## config.mk

```make
export PLATFORM = sky130hd
export DESIGN_NAME = uart_tx_buffered
export DESIGN_NICKNAME = d
export VERILOG_FILES = /design/src/rtl/uart_pkg.sv /design/src/rtl/uart_tx_fifo.sv /design/src/rtl/uart_tx_buffered.sv
export SDC_FILE = /design/constraint.sdc
export NUM_CORES = 1
export LEC_CHECK = 0
export ABC_AREA = 1
export BUFFER_PORTS_ARGS = -buffer_cell sky130_fd_sc_hd__buf_2
export CAP_MARGIN = 20
export CORE_MARGIN = 4
export CORE_UTILIZATION = 50
export DETAILED_ROUTE_END_ITERATION = 8
export PLACE_DENSITY = 0.74
export REMOVE_ABC_BUFFERS = 1
export SYNTH_ARGS = -nofsm -noshare
export SYNTH_HDL_FRONTEND = slang
export SYNTH_SLANG_ARGS = --single-unit
```

## constraint.sdc

```tcl
create_clock -name i_Clock -period 2.6 [get_ports i_Clock]
set_input_delay 0.13 -clock i_Clock [delete_from_list [all_inputs] [get_ports i_Clock]]
set_output_delay 0.13 -clock i_Clock [all_outputs]
set_load 0.02 [all_outputs]
```

## src/rtl/uart_pkg.sv

```systemverilog
// uart_pkg: definitions shared by the UART transmitter and receiver.
// Holds the FSM state encodings, the frame data width, the default bit
// period and the even-parity helper used when UART_TX_PARITY_EN is defined.
package uart_pkg;

    typedef enum logic [2:0] {
        ST_IDLE   = 3'd0,
        ST_START  = 3'd1,
        ST_DATA   = 3'd2,
        ST_PARITY = 3'd3,
        ST_STOP   = 3'd4
    } uart_state_e;

    localparam int UART_DATA_BITS            = 8;
    localparam int UART_CLKS_PER_BIT_DEFAULT = 87;
    localparam int UART_TIMER_W              = 9;

    function automatic logic uart_even_parity(input logic [UART_DATA_BITS-1:0] b);
        return ^b;
    endfunction

endpackage

```

## src/rtl/uart_tx_fifo.sv

```systemverilog
// uart_tx_fifo: synchronous first-word fall-through FIFO that queues bytes
// waiting for the transmitter. dout always shows the head entry; a push
// while full and a pop while empty are ignored. full is kept as a register
// so the transmitter's ready output comes straight from a flop.
module uart_tx_fifo
    import uart_pkg::*;
#(
    parameter int FIFO_AW = 2
) (
    input  logic                      clk,
    input  logic                      rst,
    input  logic                      push,
    input  logic [UART_DATA_BITS-1:0] din,
    input  logic                      pop,
    output logic [UART_DATA_BITS-1:0] dout,
    output logic [FIFO_AW:0]          count,
    output logic                      full,
    output logic                      empty
);

    localparam logic [FIFO_AW:0] DEPTH = {1'b1, {FIFO_AW{1'b0}}};

    logic [UART_DATA_BITS-1:0] mem_q [2**FIFO_AW];
    logic [FIFO_AW-1:0]        wr_ptr_q, wr_ptr_d;
    logic [FIFO_AW-1:0]        rd_ptr_q, rd_ptr_d;
    logic [FIFO_AW:0]          count_q, count_d;
    logic                      full_q, full_d;
    logic                      push_ok, pop_ok;

    assign push_ok = push & ~full_q;
    assign pop_ok  = pop & (count_q != '0);

    // Next pointers and occupancy; pointers wrap naturally at 2**FIFO_AW.
    always_comb begin
        wr_ptr_d = wr_ptr_q;
        rd_ptr_d = rd_ptr_q;
        count_d  = count_q;
        if (push_ok) begin
            wr_ptr_d = wr_ptr_q + 1'b1;
        end
        if (pop_ok) begin
            rd_ptr_d = rd_ptr_q + 1'b1;
        end
        case ({push_ok, pop_ok})
            2'b10:   count_d = count_q + 1'b1;
            2'b01:   count_d = count_q - 1'b1;
            default: count_d = count_q;
        endcase
        full_d = (count_d == DEPTH);
    end

    // Control state: pointers, occupancy and the registered full flag.
    always_ff @(posedge clk) begin
        if (rst) begin
            wr_ptr_q <= '0;
            rd_ptr_q <= '0;
            count_q  <= '0;
            full_q   <= 1'b0;
        end else begin
            wr_ptr_q <= wr_ptr_d;
            rd_ptr_q <= rd_ptr_d;
            count_q  <= count_d;
            full_q   <= full_d;
        end
    end

    // Storage array; contents need no reset since occupancy guards reads.
    always_ff @(posedge clk) begin
        if (push_ok) begin
            mem_q[wr_ptr_q] <= din;
        end
    end

    assign dout  = mem_q[rd_ptr_q];
    assign count = count_q;
    assign full  = full_q;
    assign empty = (count_q == '0);

endmodule

```

## src/rtl/uart_tx_buffered.sv

```systemverilog
// uart_tx_buffered: buffered 8N1 UART transmitter (LSB first) returning
// decrypted bytes from the RSA core to the host. Bytes are queued in
// uart_tx_fifo and sent back to back with one idle-high clock between
// frames. Define UART_TX_PARITY_EN to insert an even-parity bit after D7;
// the receiver must be built with the same setting.
module uart_tx_buffered
    import uart_pkg::*;
#(
    parameter int CLKS_PER_BIT = UART_CLKS_PER_BIT_DEFAULT,
    parameter int FIFO_AW      = 2
) (
    input  logic             i_Clock,
    input  logic             i_Reset,
    input  logic             i_Tx_DV,
    input  logic [7:0]       i_Tx_Byte,
    output logic             o_Tx_Ready,
    output logic             o_Tx_Overflow,
    output logic             o_Tx_Serial,
    output logic             o_Tx_Active,
    output logic             o_Tx_Done,
    output logic [FIFO_AW:0] o_Fifo_Count
);

    localparam logic [UART_TIMER_W-1:0] BIT_LAST = UART_TIMER_W'(CLKS_PER_BIT - 1);
    localparam logic [2:0]              IDX_LAST = 3'(UART_DATA_BITS - 1);

    uart_state_e               state_q, state_d;
    logic [UART_TIMER_W-1:0]   timer_q, timer_d;
    logic [2:0]                idx_q, idx_d;
    logic [UART_DATA_BITS-1:0] shift_q, shift_d;
    logic                      serial_q, serial_d;
    logic                      active_q, active_d;
    logic                      done_q, done_d;
    logic                      ovf_q, ovf_d;

    logic                      fifo_push, fifo_pop, fifo_full, fifo_empty;
    logic [UART_DATA_BITS-1:0] fifo_dout;
    logic                      bit_end;

    // A write is accepted only while not full; a full-time write is dropped
    // and flagged, even when the FSM pops in the same cycle.
    assign fifo_push = i_Tx_DV & ~fifo_full;
    assign ovf_d     = i_Tx_DV & fifo_full;
    assign bit_end   = (timer_q == BIT_LAST);

    uart_tx_fifo #(
        .FIFO_AW (FIFO_AW)
    ) u_fifo (
        .clk   (i_Clock),
        .rst   (i_Reset),
        .push  (fifo_push),
        .din   (i_Tx_Byte),
        .pop   (fifo_pop),
        .dout  (fifo_dout),
        .count (o_Fifo_Count),
        .full  (fifo_full),
        .empty (fifo_empty)
    );

    // Next state, bit timer/index, pop request and the registered line values.
    always_comb begin
        state_d  = state_q;
        timer_d  = timer_q;
        idx_d    = idx_q;
        shift_d  = shift_q;
        fifo_pop = 1'b0;
        done_d   = 1'b0;

        case (state_q)
            ST_IDLE: begin
                timer_d = '0;
                idx_d   = '0;
                if (!fifo_empty) begin
                    fifo_pop = 1'b1;
                    shift_d  = fifo_dout;
                    state_d  = ST_START;
                end
            end
            ST_START: begin
                if (bit_end) begin
                    timer_d = '0;
                    state_d = ST_DATA;
                end else begin
                    timer_d = timer_q + 1'b1;
                end
            end
            ST_DATA: begin
                if (bit_end) begin
                    timer_d = '0;
                    if (idx_q == IDX_LAST) begin
                        idx_d = '0;
`ifdef UART_TX_PARITY_EN
                        state_d = ST_PARITY;
`else
                        state_d = ST_STOP;
`endif
                    end else begin
                        idx_d = idx_q + 1'b1;
                    end
                end else begin
                    timer_d = timer_q + 1'b1;
                end
            end
`ifdef UART_TX_PARITY_EN
            ST_PARITY: begin
                if (bit_end) begin
                    timer_d = '0;
                    state_d = ST_STOP;
                end else begin
                    timer_d = timer_q + 1'b1;
                end
            end
`endif
            ST_STOP: begin
                if (bit_end) begin
                    timer_d = '0;
                    done_d  = 1'b1;
                    state_d = ST_IDLE;
                end else begin
                    timer_d = timer_q + 1'b1;
                end
            end
            default: begin
                timer_d = '0;
                idx_d   = '0;
                state_d = ST_IDLE;
            end
        endcase

        // The line is registered from the state being entered, so the start
        // bit appears right after the pop edge.
        case (state_d)
            ST_START: serial_d = 1'b0;
            ST_DATA:  serial_d = shift_d[idx_d];
`ifdef UART_TX_PARITY_EN
            ST_PARITY: serial_d = uart_even_parity(shift_d);
`endif
            default:  serial_d = 1'b1;
        endcase
        active_d = (state_d != ST_IDLE);
    end

    // Control and output registers; reset aborts any frame in flight.
    always_ff @(posedge i_Clock) begin
        if (i_Reset) begin
            state_q  <= ST_IDLE;
            timer_q  <= '0;
            idx_q    <= '0;
            serial_q <= 1'b1;
            active_q <= 1'b0;
            done_q   <= 1'b0;
            ovf_q    <= 1'b0;
        end else begin
            state_q  <= state_d;
            timer_q  <= timer_d;
            idx_q    <= idx_d;
            serial_q <= serial_d;
            active_q <= active_d;
            done_q   <= done_d;
            ovf_q    <= ovf_d;
        end
    end

    // Shift register holds the frame's byte; only loaded on a pop.
    always_ff @(posedge i_Clock) begin
        shift_q <= shift_d;
    end

    assign o_Tx_Ready    = ~fifo_full;
    assign o_Tx_Overflow = ovf_q;
    assign o_Tx_Serial   = serial_q;
    assign o_Tx_Active   = active_q;
    assign o_Tx_Done     = done_q;

endmodule
```

==> impl_metrics.py, run 1 <==
metrics = {
    "sta": {
        "hold_viol": 0,
        "fin_crit_sh": 0.7895,
        "fin_tns_setup_ns": 0,
        "worst_pin_slew_ns": 0.7813,
        "period_minus_slack_ns": 2.053,
        "fmax_mhz": 487.2,
        "holdWs_ns": 0.02030,
        "clock_skew_ns": 0.007697,
        "slew_viol_final": 0,
        "setup_violations": 0,
        "rsz0062_at_grt": "false",
        "slew_headroom": 0.4772,
    },
    "cts": {
        "htree_levels": 3,
        "cts.sinks": 69,
        "cts_made_buffers": 9,
        "cts_tree": "yes",
        "cts.clk_slew.worst_paths_ns": 0.07,
        "ctsResizeCount": 0,
        "clk_path_buf_depth": 2,
        "clk_latency_ns": 0.36,
        "cts_root_buf": "clkbuf_8",
    },
    "synth": {
        "ys_warn_count": 0,
        "synthCells": 333,
        "ys_types": 35,
        "syn-cell-area_um2": 3020,
        "yosys_register_bits": 69,
        "yosysSeqAreaShare": 0.5634,
        "syn_avg_cell_area_um2": 9.070,
    },
    "routing": {
        "drc": 0,
        "num_vias": 2239,
        "wl_mm": 5.657,
        "via_per_inst": 4.998,
        "initialDrtViolationCount": 103,
        "ant_nets": 0,
        "wl_per_cell_um": 12.63,
        "dr.pass1.iters": 4,
    },
    "worst_setup_path": {
        "crit_required_ns": 2.90,
        "critical_path_arrival_ns": 2.35,
        "cp-start-kind": "flip-flop",
        "critPathMaxFanout": 3,
        "worstSetupEndpointType": "flip-flop",
        "path_class": "flip-flop to flip-flop",
    },
    "outcome": {
        "outcome": "finished clean",
    },
    "placement": {
        "place_congestion": 0.7863,
        "port_buffers": 18,
        "hpwl_mm": 3.872,
    },
    "floorplanning": {
        "core_um2": 5886,
        "chipWidth_um": 85.72,
        "start_util": 0.5132,
        "die_h_um": 85.72,
        "boundaryPins": 19,
        "num_rows": 28,
        "dieArea_um2": 7348,
    },
    "final_layout": {
        "syn_to_final_growth_pct": 15.87,
        "nNetsFinal": 389,
        "n_fill_cell": 508,
        "multi_input_area_um2": 1084,
        "seq_area_um2": 1702,
        "final_common_cell": "nor2_1",
        "mostFrequentLayoutCells": "nor2_1, inv_1, nand2_1, dfxtp_1, edfxtp_1",
        "layout-drive-gt1-share": 0.1555,
        "diodes": 0,
    },
    "power": {
        "ir_worst_vdd_mv": 0.7160,
        "powerDensity_nw_per_um2": 997.1,
        "p_leak_nw": 1.516,
        "finalPower_mw": 3.490,
    },
    "grt": {
        "grt_start_max_net_pins": 17,
        "antenna_found_initial": 0,
        "grt_pass1_wl_mm": 9.459,
        "track_usage": 0.1662,
        "grt_pass1_vias": 2161,
        "grt_overflow_total": 0,
    },
    "flow_run": {
        "max_cap_violations": 0,
    },
    "min_path": {
        "hold_class": "input port to flip-flop",
    },
}
worst max-delay path, cell delays in order, from the launching register on:
cell and delay, ns:
dfxtp_1 0.39, inv_2 0.06, nand3_1 0.12, inv_2 0.04, nor2_2 0.11, ha_1 0.17
inv_1 0.07, fa_1 0.39, nand2_1 0.08, nand2_1 0.04, nor2_1 0.11, o21ai_0 0.09
a21oi_1 0.16, and3_1 0.16
path summary, 6_finish.rpt:
| check | startpoint | to | slack [ns] | cells past startpoint |
|---|---|---|---|---|
| setup / recovery | u_fifo.count[0]$_SDFF_PP0_ | u_fifo.full$_SDFF_PP0_ | 0.55 | 13 |
| hold / removal | i_Tx_DV | o_Tx_Overflow$_SDFF_PP0_ | 0.02 | 3 |
| setup reg to reg | u_fifo.count[0]$_SDFF_PP0_ | u_fifo.full$_SDFF_PP0_ | 0.55 | 13 |
| hold reg to reg | u_fifo.full$_SDFF_PP0_ | o_Tx_Overflow$_SDFF_PP0_ | 0.46 | 2 |
metal layers:
layer,up-vias,global-route usage,wire [um]
li1,1146,-,-
met1,1040,0.1963,2578
met2,38,0.2782,2726
met3,15,0.03650,211
met4,0,0.09640,140
met5,-,0,0
stage by stage:
stage | util | cell area [um2] | cells | setup WS (ns)
floorplan | - | 2984 | 327 | 0.4321
global placement | 0.5434 | 3198 | 424 | 0.7164
detailed placement | 0.5434 | 3198 | 424 | 0.6113
CTS | 0.5946 | 3500 | 448 | 0.5405
global route | 0.5946 | 3500 | 448 | 0.3354
finish | 0.5946 | 3500 | 448 | 0.5474
flip-flops by register name, indices dropped and copies added (netlist names), 2 cells and up, named ones only:
name and flops:
u_fifo.mem_q 32, idx_q 3, timer_q 9, u_fifo.count 3, state_q 3, u_fifo.rd_ptr_q 2
u_fifo.wr_ptr_q 2, shift_q 8
synthesized netlist by cell type, drive strengths merged:
cell / instances / share of area
nand3: 21 / 0.039
and3: 1 / 0.0021
nor3b: 1 / 0.0025
o22ai: 1 / 0.0041
or2: 7 / 0.014
o21ai: 31 / 0.051
nand3b: 1 / 0.0025
o211ai: 1 / 0.0041
a31oi: 1 / 0.0021
o21a: 1 / 0.0025
fa: 1 / 0.0066
buf: 4 / 0.0095
nand2: 46 / 0.062
nand4: 2 / 0.0041
clkbuf: 2 / 0.0025
ha: 9 / 0.037
clkinv: 1 / 0.0012
nor2: 58 / 0.080
a21oi: 13 / 0.023
dfxtp: 37 / 0.25
xor2: 4 / 0.012
inv: 52 / 0.065
edfxtp: 32 / 0.32
nor3: 6 / 0.0099
kinds of logic (layout without fill, tap and decap cells):
logic type,after synthesis,in the layout,synth area share
DFF,69,69,0.5634
xor gates and xnor gates,4,4,0.01160
and+or+nand+nor,143,143,0.2162
buffers and inverters,59,99,0.07788
AOI/OAI and AO/OA,48,48,0.08700
adders and majority gates,10,10,0.04391
power breakdown:
part           internal (mW)  switching (mW)  total, mW
Sequential              1.34           0.107       1.45
Clock                  0.544           0.422      0.966
Combinational          0.369           0.704       1.07
cell type report:
| type | count | area share |
|---|---|---|
| Tap cell | 75 | 0.02681 |
| Inverter | 53 | 0.05685 |
| Sequential cell | 69 | 0.4862 |
| Clock inverter | 7 | 0.02789 |
| Clock buffer | 9 | 0.03540 |
| Timing Repair Buffer | 30 | 0.05720 |
| Multi-Input combinational cell | 205 | 0.3096 |
repair_timing:
item / CTS / global route
setup buffers: 0 / 0
endpoints found under the hold margin: 32 / 0
hold buffers: 8 / 0
endpoints found under the setup margin: 0 / 0
No activity file was read; power rests on OpenSTA's default activity.
==> inputs of run 2 (changes only) <==
--- a/config.mk
+++ b/config.mk
@@ -11,7 +11,7 @@
 export CORE_MARGIN = 4
 export CORE_UTILIZATION = 50
 export DETAILED_ROUTE_END_ITERATION = 8
-export PLACE_DENSITY = 0.74
+export PLACE_DENSITY = 0.76
 export REMOVE_ABC_BUFFERS = 1
 export SYNTH_ARGS = -nofsm -noshare
 export SYNTH_HDL_FRONTEND = slang
==> constraint.sdc (replaced) <==
create_clock -name i_Clock -period 1.83 [get_ports i_Clock]
set_input_delay 0.0915 -clock i_Clock [delete_from_list [all_inputs] [get_ports i_Clock]]
set_output_delay 0.0915 -clock i_Clock [all_outputs]
set_load 0.02 [all_outputs]
==> impl_metrics.py, run 2 (synthesized netlist as in run 1, its figures left out) <==
metrics = {
    "outcome": {
        "violations": "negative setup slack",
        "outcome": "complete, but fails checks",
    },
    "floorplanning": {
        "dieArea_um2": 7348,
        "start_util": 0.5132,
        "num_rows": 28,
        "chipWidth_um": 85.72,
        "die_h_um": 85.72,
        "core_um2": 5886,
        "boundaryPins": 19,
    },
    "final_layout": {
        "syn_to_final_growth_pct": 25.27,
        "diodes": 0,
        "top_regs": "u_fifo.mem_q x32, timer_q x9, shift_q x8",
        "largest_reg_flops": 32,
        "mostFrequentLayoutCells": "nor2_1, inv_1, nand2_1, edfxtp_1, dfxtp_1",
        "final_common_cell": "nor2_1",
        "layoutNonFillerInstCount": 472,
        "nNetsFinal": 413,
        "top_register": "u_fifo.mem_q",
        "layout-drive-gt1-share": 0.2670,
    },
    "placement": {
        "port_buffers": 18,
        "place_congestion": 0.8188,
        "hpwl_mm": 4.118,
        "placed_cells": 440,
        "dp_slack_ns": -0.1593,
    },
    "worst_setup_path": {
        "timing.rr.end": "u_fifo.full$_SDFF_PP0_",
        "worstSetupEndpointType": "flip-flop",
        "crit_required_ns": 2.06,
        "rr_worst_depth": 12,
        "critPathMaxFanout": 2,
        "critical_path_arrival_ns": 2.10,
        "endpoint": "u_fifo.full$_SDFF_PP0_",
        "r2r_setup_slack_ns": -0.04,
        "cp-start-kind": "flip-flop",
        "regToRegStartpoint": "state_q[1]$_SDFF_PP0_",
        "startpoint": "state_q[1]$_SDFF_PP0_",
        "path_class": "flip-flop to flip-flop",
    },
    "cts": {
        "htree_levels": 3,
        "cts.clk_slew.worst_paths_ns": 0.07,
        "clk_latency_ns": 0.34,
        "cts.sinks": 69,
        "clk_path_buf_depth": 2,
        "cts_made_buffers": 9,
        "cts_tree": "yes",
        "cts_root_buf": "clkbuf_8",
    },
    "power": {
        "switching_share": 0.3508,
        "p_switching_mw": 1.858,
        "seqPwrFrac": 0.384,
        "pwr-share-clk": 0.253,
        "ir_worst_vdd_mv": 0.9402,
        "p_leak_nw": 1.637,
        "powerDensity_nw_per_um2": 1400,
        "p_int_mw": 3.438,
        "power_frac_comb": 0.363,
    },
    "routing": {
        "dr.pass1.iters": 4,
        "via_per_inst": 5.004,
        "ant_nets": 0,
        "wl_per_cell_um": 12.99,
        "num_vias": 2362,
        "initialDrtViolationCount": 102,
        "drc": 0,
        "wl_mm": 6.129,
    },
    "grt": {
        "grt_overflow_total": 0,
        "antenna_found_initial": 0,
        "grt_pass1_vias": 2299,
        "track_usage": 0.1793,
        "grt_start_max_net_pins": 17,
        "grt_pass1_wl_mm": 10.16,
    },
    "sta": {
        "slew_headroom": 0.6962,
        "worst_pin_slew_ns": 0.4544,
        "clock_skew_ns": 0.009762,
        "fmax_mhz": 533.8,
        "period_minus_slack_ns": 1.873,
        "setup_violations": 1,
        "hold_viol": 0,
        "rsz0062_at_grt": "true",
        "holdWs_ns": 0.09459,
        "final.setup.worst_slack_ns": -0.04337,
        "slew_viol_final": 0,
        "fin_crit_sh": 1.024,
    },
    "min_path": {
        "hp-start": "i_Reset",
        "hold_class": "input port to flip-flop",
    },
    "flow_run": {
        "max_cap_violations": 0,
    },
}
## run 2: changes by cell type in the layout (fill, tap and decap cells not counted), sizes merged
cell         delta
buf            +23
clkinvlp        +1
clkbuf          +1
dlygate4sd3     +1
inv             -2
## run 2: per-layer routing
metal  wire [um]  up-vias  GRT usage  part of all wire
met5           0        -          0                 0
met4         104        0    0.07770             0.017
met1        2680     1095     0.2194              0.44
met3         288        9    0.04803             0.047
met2        3055       64     0.2980              0.50
li1            -     1194          -                 -
## run 2: how the worst min path moves through the flow
stage	end	slack, ns	cells past startpoint
after floorplan	idx_q[0]$_SDFF_PP0_	0.16	1
after global placement	u_fifo.mem_q[0][5]$_DFFE_PP_	0.30	1
after detailed placement	u_fifo.mem_q[0][7]$_DFFE_PP_	0.31	1
after CTS	idx_q[2]$_SDFF_PP0_	0.08	2
after global routing	idx_q[1]$_SDFF_PP0_	0.09	2
final	u_fifo.count[1]$_SDFF_PP0_	0.09	2
## run 2: power groups by stage
| stage | clock network [mW] | logic, mW | registers, mW |
|---|---|---|---|
| finish | 1.34 | 1.92 | 2.03 |
| global route | 1.43 | 2.16 | 2.07 |
| CTS | 1.35 | 1.81 | 2.03 |
| detailed placement | 0 | 1.65 | 2.06 |
| global placement | 0 | 1.59 | 2.05 |
| floorplan | 0 | 0.984 | 2.13 |
## run 2: layout make-up
| class | count | area [um2] |
|---|---|---|
| Tap cell | 75 | 93.84 |
| Clock buffer | 10 | 127.6 |
| Timing Repair Buffer | 54 | 382.9 |
| Fill cell | 447 | 2102 |
| Sequential cell | 69 | 1713 |
| Multi-Input combinational cell | 205 | 1180 |
| Clock inverter | 6 | 87.58 |
| Inverter | 53 | 198.9 |
## run 2: worst max-delay path, cell delays in order (launching register included)
cell,delay (ns)
dfxtp_2,0.34
nor2_4,0.11
nand2_2,0.07
nor2_4,0.13
ha_4,0.14
inv_2,0.04
fa_2,0.36
nand2_2,0.07
nand2_2,0.05
nor2_2,0.14
buf_4,0.14
a21oi_2,0.04
and3_1,0.13
## run 2: metrics by stage
step	util	area [um2]	setup TNS [ns]	power (mW)
after global placement	0.5638	3318	0	3.635
final	0.6429	3784	-0.04337	5.296
after CTS	0.6282	3697	-0.05960	5.198
after floorplan	-	2984	-0.6559	3.116
after global routing	0.6429	3784	-0.1535	5.654
after detailed placement	0.5638	3318	-0.1831	3.714
## run 2: timing repair
item	CTS	global route
pin swaps	8	10
setup buffers	5	2
gates resized for setup	14	19
endpoints found under the setup margin	2	4
endpoints found under the hold margin	33	0
hold buffers	9	0
==> inputs of run 3 (changes only) <==
--- a/config.mk
+++ b/config.mk
@@ -8,10 +8,11 @@
 export ABC_AREA = 1
 export BUFFER_PORTS_ARGS = -buffer_cell sky130_fd_sc_hd__buf_2
 export CAP_MARGIN = 20
+export CORE_ASPECT_RATIO = 1.25
 export CORE_MARGIN = 4
 export CORE_UTILIZATION = 50
 export DETAILED_ROUTE_END_ITERATION = 8
-export PLACE_DENSITY = 0.76
+export PLACE_DENSITY = 0.7
 export REMOVE_ABC_BUFFERS = 1
 export SYNTH_ARGS = -nofsm -noshare
 export SYNTH_HDL_FRONTEND = slang
==> constraint.sdc (replaced) <==
create_clock -name i_Clock -period 1.7 [get_ports i_Clock]
set_input_delay 0.085 -clock i_Clock [delete_from_list [all_inputs] [get_ports i_Clock]]
set_output_delay 0.085 -clock i_Clock [all_outputs]
set_load 0.02 [all_outputs]
==> impl_metrics.py, run 3 (synthesized netlist as in run 1, its figures left out) <==
metrics = {
    "outcome": {
        "outcome": "complete, but fails checks",
        "violations": "negative setup slack",
    },
    "floorplanning": {
        "chipWidth_um": 77.52,
        "core_um2": 5818,
        "start_util": 0.5191,
        "die_h_um": 94.90,
        "num_rows": 31,
        "dieArea_um2": 7356,
        "boundaryPins": 19,
    },
    "final_layout": {
        "diodes": 0,
        "mostFrequentLayoutCells": "nor2_1, inv_1, buf_4, nand2_1, edfxtp_1",
        "design_area_um2": 3887,
        "syn_to_final_growth_pct": 28.71,
        "top_regs": "u_fifo.mem_q x32, timer_q x9, shift_q x8",
        "layout-drive-gt1-share": 0.3202,
        "largest_reg_flops": 32,
        "final_common_cell": "nor2_1",
        "multi_input_area_um2": 1242,
        "layoutNonFillerInstCount": 472,
        "n_fill_cell": 446,
        "seq_area_um2": 1712,
        "top_register": "u_fifo.mem_q",
        "nNetsFinal": 422,
    },
    "routing": {
        "wl_per_cell_um": 13.03,
        "dr.pass1.iters": 4,
        "initialDrtViolationCount": 84,
        "ant_nets": 0,
        "num_vias": 2347,
        "drc": 0,
        "wl_mm": 6.149,
        "via_per_inst": 4.972,
    },
    "power": {
        "ir_worst_vdd_mv": 1.108,
        "powerDensity_nw_per_um2": 1478,
        "finalPower_mw": 5.747,
        "p_leak_nw": 1.685,
    },
    "placement": {
        "hpwl_mm": 3.857,
        "dp_slack_ns": -0.2334,
        "port_buffers": 18,
        "place_area_um2": 3359,
        "place_congestion": 0.8380,
        "placed_cells": 438,
    },
    "sta": {
        "slew_headroom": 0.6658,
        "clock_skew_ns": 0.01063,
        "slew_viol_final": 0,
        "hold_viol": 0,
        "fin_crit_sh": 1.067,
        "rsz0062_at_grt": "true",
        "period_minus_slack_ns": 1.814,
        "final.setup.worst_slack_ns": -0.1135,
        "fin_tns_setup_ns": -0.2036,
        "fmax_mhz": 551.4,
        "worst_pin_slew_ns": 0.4999,
        "setup_violations": 3,
    },
    "grt": {
        "grt_start_max_net_pins": 17,
        "grt_pass1_wl_mm": 10.04,
        "grt_overflow_total": 0,
        "grt_pass1_vias": 2303,
        "track_usage": 0.1781,
        "antenna_found_initial": 0,
    },
    "cts": {
        "clk_latency_ns": 0.34,
        "cts_root_buf": "clkbuf_8",
        "cts_tree": "yes",
        "htree_levels": 3,
        "cts_made_buffers": 9,
        "cts.clk_slew.worst_paths_ns": 0.08,
        "cts.sinks": 69,
        "clk_path_buf_depth": 2,
    },
    "worst_setup_path": {
        "critical_path_arrival_ns": 2.10,
        "path_class": "flip-flop to flip-flop",
        "cp-start-kind": "flip-flop",
        "worstSetupEndpointType": "flip-flop",
        "critPathMaxFanout": 2,
        "startpoint": "state_q[1]$_SDFF_PP0_",
        "crit_path_frequent_cell": "nor2_4",
        "crit_required_ns": 1.99,
        "crit_chain": "nor2_4 > nand2_2 > nor2_4 > ha_4 > inv_2 > fa_2 > nor2_1 > nor2_2 > buf_4 > a21oi_2 > and3_1",
        "regToRegStartpoint": "state_q[1]$_SDFF_PP0_",
        "cpMaxStageDelayCell": "fa_2",
        "max_stage_delay_ns": 0.35,
    },
    "flow_run": {
        "max_cap_violations": 0,
    },
    "min_path": {
        "hold_class": "input port to flip-flop",
        "hp-start": "i_Reset",
    },
}
## run 3: cell type report
| cell class | instances | share of cell area |
|---|---|---|
| inverter | 53 | 0.05117 |
| tap | 66 | 0.02124 |
| clock inverter | 3 | 0.004506 |
| sequential | 69 | 0.4403 |
| timing repair buffer | 63 | 0.1168 |
| clock buffer | 13 | 0.04635 |
| multi-input combinational | 205 | 0.3196 |
## run 3: through the flow
| step | hold slack (ns) | util |
|---|---|---|
| after floorplan | 0.1541 | - |
| after global placement | 0.2955 | 0.5774 |
| after detailed placement | 0.3012 | 0.5774 |
| after CTS | 0.06047 | 0.6514 |
| after global routing | 0.07729 | 0.6682 |
| final | 0.07303 | 0.6682 |
## run 3: worst paths after layout
path | endpoint | slack, ns | cells past startpoint
max | u_fifo.full$_SDFF_PP0_ | -0.11 | 11
min | state_q[0]$_SDFF_PP0_ | 0.07 | 2
max reg2reg | u_fifo.full$_SDFF_PP0_ | -0.11 | 11
min reg2reg | o_Tx_Overflow$_SDFF_PP0_ | 0.46 | 2
## run 3: routing by layer
metal	vias up	part of all wire	global-route usage
met5	-	0	0
met1	1088	0.43	0.2056
li1	1212	-	-
met2	38	0.52	0.3120
met4	0	0.016	0.08457
met3	9	0.035	0.04198
## run 3: worst max-delay path, delay by kind of cell (launching register included)
| kind | cells | cell delay, ns |
|---|---|---|
| AND/OR/NAND/NOR | 6 | 0.65 |
| adder cells (fa/ha/maj) | 2 | 0.49 |
| AO/OA/AOI/OAI | 1 | 0.12 |
| buffers and inverters | 2 | 0.17 |
| flip-flops | 1 | 0.34 |
## run 3: timing repair
action                                  in CTS  in global routing
hold endpoints to repair                    33                  0
pin swaps                                   15                 12
resized for setup                           29                 21
hold buffers                                 9                  0
buffers inserted                             6                  4
endpoints found under the setup margin       3                  5
## run 3: report_power, final
part	total [mW]	switching (mW)	internal, mW
combinational	2.26	1.31	0.943
clock	1.29	0.594	0.694
sequential	2.20	0.139	2.06
